## config.mk

```make
export PLATFORM = sky130hd
export DESIGN_NAME = div_unit
export DESIGN_NICKNAME = d
export VERILOG_FILES = /design/src/rtl/div_unit.sv
export SDC_FILE = /design/constraint.sdc
export NUM_CORES = 1
export LEC_CHECK = 0
export ABC_AREA = 1
export BUFFER_PORTS_ARGS = -buffer_cell sky130_fd_sc_hd__buf_4
export CAP_MARGIN = 10
export CORE_MARGIN = 2
export CORE_UTILIZATION = 30
export DETAILED_ROUTE_END_ITERATION = 10
export PLACE_DENSITY_LB_ADDON = 0.1
export SYNTH_ARGS = -nofsm -noshare
export SYNTH_HDL_FRONTEND = slang
export SYNTH_SLANG_ARGS = --single-unit
```

## constraint.sdc

```tcl
create_clock -name clk -period 2 [get_ports clk]
set_input_delay 0.4 -clock clk [delete_from_list [all_inputs] [get_ports clk]]
set_output_delay 0.4 -clock clk [all_outputs]
set_load 0.005 [all_outputs]
```

## src/rtl/div_unit.sv

```systemverilog
// Radix-2 restoring 32-bit divider for DIV/DIVU.
// One quotient bit per clock; result is {remainder, quotient}.
module div_unit #(
  parameter int WIDTH = 32,
  parameter int CNT_W = 6
) (
  input  logic               clk,
  input  logic               rst,
  input  logic               signed_i,
  input  logic [WIDTH-1:0]   oprand1_i,
  input  logic [WIDTH-1:0]   oprand2_i,
  input  logic               start_i,
  input  logic               annul_i,
  output logic [2*WIDTH-1:0] result_o,
  output logic               ready_o,
  output logic               busy_o
);

  typedef enum logic [1:0] {
    IDLE,
    DIVZERO,
    ON,
    END
  } state_t;

  state_t           state;
  logic [CNT_W-1:0] cnt;
  logic [WIDTH-1:0] dq;
  logic [WIDTH-1:0] rem;
  logic [WIDTH-1:0] dvs;
  logic             q_neg;
  logic             r_neg;

  logic             a_neg;
  logic             b_neg;
  logic [WIDTH-1:0] a_mag;
  logic [WIDTH-1:0] b_mag;
  logic [WIDTH:0]   shift;
  logic             q_bit;
  logic [WIDTH-1:0] rem_next;
  logic [WIDTH-1:0] quo_fix;
  logic [WIDTH-1:0] rem_fix;
  logic             last;

  assign a_neg = signed_i & oprand1_i[WIDTH-1];
  assign b_neg = signed_i & oprand2_i[WIDTH-1];
  assign a_mag = a_neg ? -oprand1_i : oprand1_i;
  assign b_mag = b_neg ? -oprand2_i : oprand2_i;

  // dq holds the unconsumed dividend bits on the left
  // and the quotient bits shifting in from the right.
  assign shift    = {rem, dq[WIDTH-1]};
  assign q_bit    = shift >= {1'b0, dvs};
  assign rem_next = q_bit ? shift[WIDTH-1:0] - dvs
                          : shift[WIDTH-1:0];

  assign quo_fix = q_neg ? -dq : dq;
  assign rem_fix = r_neg ? -rem : rem;
  assign last    = cnt == CNT_W'(WIDTH);

  assign busy_o = (state == DIVZERO) || (state == ON);

  always_ff @(posedge clk) begin
    if (!rst) begin
      state    <= IDLE;
      cnt      <= '0;
      dq       <= '0;
      rem      <= '0;
      dvs      <= '0;
      q_neg    <= 1'b0;
      r_neg    <= 1'b0;
      result_o <= '0;
      ready_o  <= 1'b0;
    end else begin
      unique case (state)
        IDLE: begin
          ready_o  <= 1'b0;
          result_o <= '0;
          cnt      <= '0;
          if (start_i && !annul_i) begin
            if (oprand2_i == '0) begin
              state <= DIVZERO;
            end else begin
              dq    <= a_mag;
              dvs   <= b_mag;
              rem   <= '0;
              q_neg <= a_neg ^ b_neg;
              r_neg <= a_neg;
              state <= ON;
            end
          end
        end
        DIVZERO: begin
          if (annul_i) begin
            state <= IDLE;
          end else begin
            result_o <= '0;
            ready_o  <= 1'b1;
            state    <= END;
          end
        end
        ON: begin
          if (annul_i) begin
            cnt     <= '0;
            ready_o <= 1'b0;
            state   <= IDLE;
          end else if (last) begin
            result_o <= {rem_fix, quo_fix};
            ready_o  <= 1'b1;
            cnt      <= '0;
            state    <= END;
          end else begin
            rem <= rem_next;
            dq  <= {dq[WIDTH-2:0], q_bit};
            cnt <= cnt + CNT_W'(1);
          end
        end
        END: begin
          if (annul_i || !start_i) begin
            ready_o  <= 1'b0;
            result_o <= '0;
            state    <= IDLE;
          end
        end
        default: state <= IDLE;
      endcase
    end
  end

endmodule

```

==> results of run 1 <==
==> worst max-delay path: stages, from the launching register on <==
cell       delay [ns]
dfxtp_2          0.34
inv_4            0.05
ha_4             0.27
buf_12           0.13
nand2_4          0.06
inv_2            0.03
nand4_1          0.13
nor2_4           0.06
nand2_2          0.07
nand2_2          0.06
nor2_4           0.23
nand2_8          0.13
clkbuf_16        0.20
nand2_4          0.06
nand3_2          0.06
a21oi_2          0.14
==> power by group through the flow <==
| stage | combinational (W) | clock (W) | sequential, W |
|---|---|---|---|
| finish | 0.0162 | 0.00341 | 0.00470 |
| global route | 0.0177 | 0.00363 | 0.00479 |
| CTS | 0.0145 | 0.00352 | 0.00466 |
| detailed placement | 0.0131 | 0 | 0.00467 |
| global placement | 0.0131 | 0 | 0.00467 |
| floorplan | 0.00774 | 0 | 0.00450 |
==> cells in the mapped netlist (all sizes together), types with 3 or more instances <==
cell    instances
o21ai         116
a31oi           6
xor2           37
a21boi          5
nand4          32
a21oi         197
xnor2          21
nor3           28
inv           315
nand3b          7
clkbuf         31
nand2         648
nand3         264
o211ai          9
o22ai           4
clkinv          4
or2            10
nor2          193
and2            3
nor4            6
dfxtp         171
buf            51
ha             42
==> sequential cells by signal, summed over array words and instances, names as in the netlist <==
signal	flops
dvs	32
cnt	6
result_o	64
rem	32
r_neg	1
state	2
dq	32
ready_o	1
q_neg	1
==> routing by layer <==
layer | vias up | share of wire [%]
met5 | - | 0
met4 | 0 | 2.6
met3 | 57 | 3.0
met2 | 295 | 47
met1 | 7183 | 47
li1 | 7857 | -
==> timing repair <==
| action | CTS | global route |
|---|---|---|
| setup buffers | 14 | 14 |
| setup endpoints to repair | 54 | 69 |
| pin swaps | 36 | 76 |
| resized for setup | 205 | 177 |
| hold buffers | 0 | 0 |
| gates cloned | 3 | 6 |
==> cell families (layout without fill, tap and decap cells) <==
logic type / after synthesis / in the layout / share of synthesized area (%)
buf+inv: 401 / 782 / 12.3
simple gates: 1191 / 1191 / 39.4
compound gates: 345 / 345 / 14.0
xor+xnor: 58 / 58 / 3.89
flops: 171 / 171 / 26.2
fa+ha+maj: 43 / 43 / 4.18
==> how the worst min path moves through the flow <==
stage / from / endpoint / depth (start not counted) / slack (ns)
5_1_grt: rst / state[0]$_SDFFE_PN0P_ / 3 / 0.22
4_1_cts: rst / state[1]$_SDFFE_PN0P_ / 3 / 0.20
6_report: rst / state[1]$_SDFFE_PN0P_ / 3 / 0.22
2_1_floorplan: dvs[6]$_SDFFE_PN0P_ / dvs[6]$_SDFFE_PN0P_ / 2 / 0.43
3_5_place_dp: result_o[15]$_SDFFE_PN0P_ / result_o[15]$_SDFFE_PN0P_ / 2 / 0.46
3_3_place_gp: result_o[11]$_SDFFE_PN0P_ / result_o[11]$_SDFFE_PN0P_ / 2 / 0.45
==> final cells by class <==
| class | count | area, sq um | area share [%] |
|---|---|---|---|
| clock buffers | 18 | 429 | 2.24 |
| clock inverters | 14 | 153 | 0.798 |
| repair buffers | 431 | 3740 | 19.6 |
| inverters | 319 | 1220 | 6.40 |
| multi-input cells | 1637 | 9350 | 48.9 |
| well taps | 585 | 732 | 3.83 |
| flip-flops and latches | 171 | 3500 | 18.3 |
==> stage by stage <==
| step | TNS, ns | instance area, sq um |
|---|---|---|
| after CTS | -0.111 | 18200 |
| after floorplan | 0 | 13100 |
| after global routing | -6.05 | 19100 |
| final | -1.74 | 19100 |
| after detailed placement | -12.66 | 16600 |
| after global placement | -13.81 | 16600 |
==> qor.yml, run 1 <==
layout_min_cycle_time_ns: 2.10
area_growth_pct: 46.4
clk_latency_ns: 0.46
syn_area_sq_um: 13100
drive_gt1_share_pct: 32.8
gr-usage-met1_pct: 30.7
r2r_cells: 15
regToRegEndpoint: "rem[7]$_SDFFE_PN0P_"
ir_drop_mv: 0.742
intPower_w: 0.0127
cts_tree: "built"
finalWirelength_um: 52300
grt_pass1_vias: 15000
hold_violations: 0
synthDistinctLibCells: 44
max_freq_mhz: 476
holdWs_ns: 0.217
switchingPower_w: 0.0115
yosys_warnings: 0
place_ws_ns: -0.332
hpwl_um: 40700
via_count: 15400
r2r_setup_slack_ns: -0.10
p_leak_nw: 9.15
diodes: 0
grt_usage_pct: 23.1
grt_first_pass_wirelength_um: 80900
synth.top_cell.area_share_pct: 26.2
power_frac_comb_pct: 66.6
setup_slack_ns: -0.103
drt-initial-drc-count: 888
final_antenna_net_count: 0
netSwitchingFraction_pct: 47.6
port_buffers: 134
async_reset_ff_share_pct: 0
grt_max_degree: 53
finalCritPeriodShare_pct: 105
chipWidth_um: 213
die_area_sq_um: 45200
maxCapViolCount: 0
avgSynthCellArea_sq_um: 5.92
cts-root-to-sink-buffers: 2
synth_enable_flop_cells: 0
layout_commonest_cell: "nand2_1"
dp.cells: 3106
endpoint: "rem[7]$_SDFFE_PN0P_"
ys_ff_latch: 171
fill_cells: 4585
relSlewSlack_pct: 53.2
syn_nets: 2321
final_nets: 2689
final_cell_mix: "nand2_1 (554), buf_4 (390), inv_1 (261)"
fin_util_pct: 44.4
floorplan.initialDensity_pct: 30.3
drtPass1Iterations: 5
ys.flop_type: "dfxtp_1"
drc: 0
worst_pin_slew_ns: 0.695
syn_inst: 2209
globalRouteMet2Util_pct: 39.3
clockPowerShare_pct: 14.1
worstPathArrival_ns: 2.49
io_pins: 135
reg2reg_from: "dvs[28]$_SDFFE_PN0P_"
critPathLaunchType: "flip-flop"
critPathKind: "reg -> reg"
worstPathRequired_ns: 2.38
grt_setup_unrepaired: "yes"
cts_buffers: 17
root_buffer: "clkbuf_16"
finalPower_w: 0.0243
violations: "setup timing"
busiest_layer: "met2"
status: "finished, violations left"
p_seq_share_pct: 19.4
synth_largest_area_cell: "dfxtp_1"
power_density_nw_per_um2: 1270
instances_no_fill: 3175
crit_fanout: 8
hold_path.class: "in -> reg"
setup_viol: 32
gp_congestion: 0.933
synth_area_leaders: "dfxtp_1 (26%), nand2_1 (18%), nand3_1 (10%), inv_1 (8.4%), a21oi_1 (7.3%)"
clock_skew_ns: 0.0127
rows: 76
end_kind: "flip-flop"
grt_util_met3_pct: 2.60
wire_per_inst_um: 16.5
finalMaxSlewViolations: 0
overflow: 0
coreArea_sq_um: 43100
startpoint: "dvs[28]$_SDFFE_PN0P_"
yosysSeqAreaShare_pct: 26.2
cts.htree.levels: 4
drt-vias-per-instance: 4.85
path_clk_slew_ns: 0.08
cts_sinks: 171
antenna_found_initial: 0
die_h_um: 213
No activity file was read; power rests on OpenSTA's default activity.
==> run 2, diff against run 1 <==
--- a/config.mk
+++ b/config.mk
@@ -12,6 +12,8 @@
 export CORE_UTILIZATION = 30
 export DETAILED_ROUTE_END_ITERATION = 10
 export PLACE_DENSITY_LB_ADDON = 0.1
+export REMOVE_ABC_BUFFERS = 1
+export SETUP_SLACK_MARGIN = 0.4
 export SYNTH_ARGS = -nofsm -noshare
 export SYNTH_HDL_FRONTEND = slang
 export SYNTH_SLANG_ARGS = --single-unit
==> qor.yml, run 2 (synthesized netlist as in run 1, its figures left out) <==
layout_commonest_cell: "nand2_1"  # unchanged
drt-vias-per-instance: 4.88  # was 4.85
finalCritPeriodShare_pct: 103  # was 105%
setup_slack_ns: -0.0581  # was -0.103 ns
final_cell_mix: "nand2_1 (521), buf_4 (467), inv_1 (244)"  # was nand2_1 (554), buf_4 (390), inv_1 (261)
placed_area_sq_um: 17100  # was 16600 sq um
final_nets: 2820  # was 2689
critPathMaxStageDelay_ns: 0.32  # was 0.34 ns
grt_max_degree: 49  # was 53
finalWirelength_um: 56800  # was 52300 um
end_kind: "flip-flop"  # unchanged
floorplan.initialDensity_pct: 30.3  # unchanged
relSlewSlack_pct: 37.0  # was 53.2%
hpwl_um: 39800  # was 40700 um
final_antenna_net_count: 0  # unchanged
clk_latency_ns: 0.47  # was 0.46 ns
coreArea_sq_um: 43100  # unchanged
layout_min_cycle_time_ns: 2.06  # was 2.10 ns
maxCapViolCount: 0  # unchanged
drc: 0  # unchanged
chipWidth_um: 213  # unchanged
max_freq_mhz: 486  # was 476 MHz
multi_input_area_sq_um: 10500  # was 9350 sq um
hold_path.class: "in -> reg"  # unchanged
fill_cells: 4355  # was 4585
setup_viol: 30  # was 32
crit_fanout: 10  # was 8
hold_violations: 0  # unchanged
finalMaxSlewViolations: 0  # unchanged
largest_reg_flops: 64  # unchanged
overflow: 0  # unchanged
root_buffer: "clkbuf_16"  # unchanged
port_buffers: 134  # unchanged
reg2reg_from: "dvs[6]$_SDFFE_PN0P_"  # was dvs[28]$_SDFFE_PN0P_
grt_first_pass_wirelength_um: 84600  # was 80900 um
critPathLaunchType: "flip-flop"  # unchanged
worstPathArrival_ns: 2.44  # was 2.49 ns
crit_slowest_cell: "dfxtp_2"  # unchanged
violations: "setup timing"  # unchanged
grt_setup_unrepaired: "yes"  # unchanged
cts_tree: "built"  # unchanged
largest-register: "result_o"  # unchanged
drive_gt1_share_pct: 43.1  # was 32.8%
place_ws_ns: -0.414  # was -0.332 ns
fin_util_pct: 50.3  # was 44.4%
via_count: 16100  # was 15400
drtPass1Iterations: 6  # was 5
status: "finished, violations left"  # unchanged
cts.htree.levels: 4  # unchanged
gp_congestion: 0.929  # was 0.933
r2r_cells: 14  # was 15
rows: 76  # unchanged
die_h_um: 213  # unchanged
drt-initial-drc-count: 1175  # was 888
power_density_nw_per_um2: 1330  # was 1270 nW/um^2
cts_sinks: 171  # unchanged
crit_chain: "inv_2, ha_4, nand2_4, nor2_4, nand3_2, nor2_1, nand2_1, nand2_2, nor2_4, buf_12, clkbuf_16, nand3_2, nand3_1, a21oi_1"  # was inv_4, ha_4, buf_12, nand2_4, inv_2, nand4_1, nor2_4, nand2_2, nand2_2, nor2_4, nand2_8, clkbuf_16, nand2_4, nand3_2, a21oi_2
regToRegEndpoint: "rem[18]$_SDFFE_PN0P_"  # was rem[7]$_SDFFE_PN0P_
endpoint: "rem[18]$_SDFFE_PN0P_"  # was rem[7]$_SDFFE_PN0P_
cts_buffers: 17  # unchanged
io_pins: 135  # unchanged
r2r_setup_slack_ns: -0.06  # was -0.10 ns
grt_pass1_vias: 15400  # was 15000
critPathKind: "reg -> reg"  # unchanged
area_growth_pct: 65.8  # was 46.4%
clock_skew_ns: 0.0149  # was 0.0127 ns
worstPathRequired_ns: 2.39  # was 2.38 ns
die_area_sq_um: 45200  # unchanged
stdcell_area_sq_um: 21700  # was 19100 sq um
ir_drop_mv: 0.732  # was 0.742 mV
p_leak_nw: 10.2  # was 9.15 nW
startpoint: "dvs[6]$_SDFFE_PN0P_"  # was dvs[28]$_SDFFE_PN0P_
path_clk_slew_ns: 0.07  # was 0.08 ns
cts-root-to-sink-buffers: 2  # unchanged
seqCellArea_sq_um: 3490  # was 3500 sq um
grt_usage_pct: 24.3  # was 23.1%
worst_pin_slew_ns: 0.935  # was 0.695 ns
antenna_found_initial: 1  # was 0
wire_per_inst_um: 17.2  # was 16.5 um
run 2: changes by cell type in the layout (fill, tap and decap cells not counted), moves of 20 or more:
cell,change
o21ai_2,+21
a21oi_1,-31
inv_2,+20
o21ai_0,-30
nand2_1,-33
nand3_2,+38
buf_6,+30
a21oi_2,+28
nand3_1,-56
buf_4,+77
run 2: routing by layer:
layer	vias up	track usage [%]	share of wire (%)	wire length, um
met5	-	0	0	0
met4	0	5.57	1.6	905
met3	57	3.06	5.0	2820
met2	381	39.8	47	26400
met1	7576	34.0	47	26700
li1	8109	-	-	-
run 2: layout make-up:
class	count	share of cell area, %
inverters	319	5.69
diodes	1	0.0116
clock buffers	22	2.19
well taps	585	3.38
clock inverters	7	0.427
flip-flops and latches	171	16.1
multi-input cells	1640	48.4
repair buffers	559	23.7
run 2: power by group:
part           leakage, nW  switching (W)  internal [W]
Clock                0.270        0.00150       0.00191
Combinational         8.51         0.0113       0.00941
Sequential            1.41       0.000691       0.00407
Total                 10.2         0.0135        0.0154
run 2: worst min-delay path by stage:
stage                               from                         to  cells after the start
6_report                             rst      state[0]$_SDFFE_PN0P_                      3
2_1_floorplan        dvs[6]$_SDFFE_PN0P_        dvs[6]$_SDFFE_PN0P_                      2
4_1_cts                              rst      state[1]$_SDFFE_PN0P_                      3
3_5_place_dp   result_o[41]$_SDFFE_PN0P_  result_o[41]$_SDFFE_PN0P_                      2
5_1_grt                              rst      state[0]$_SDFFE_PN0P_                      3
3_3_place_gp   result_o[16]$_SDFFE_PN0P_  result_o[16]$_SDFFE_PN0P_                      2
run 2: metrics by stage:
stage | cells | TNS, ns | power [W] | hold WS [ns]
2_1_floorplan | 2127 | -96.62 | 0.0117 | 0.430
3_5_place_dp | 3179 | -20.89 | 0.0178 | 0.458
5_1_grt | 3304 | -4.37 | 0.0306 | 0.253
6_report | 3304 | -0.929 | 0.0289 | 0.236
3_3_place_gp | 3179 | -21.70 | 0.0178 | 0.455
4_1_cts | 3268 | -0.260 | 0.0258 | 0.231
run 2: critical path: cells and delay by family, from the launching register on:
family | cells | cell delay [ns]
simple gates | 9 | 0.81
flops | 1 | 0.32
fa+ha+maj | 1 | 0.30
buf+inv | 3 | 0.39
compound gates | 1 | 0.15
run 2: repair_timing:
action	in CTS	in global routing
pin swaps	114	151
resized for setup	411	331
hold buffers	0	0
buffers inserted	44	26
gates cloned	16	9
endpoints found under the setup margin	160	170
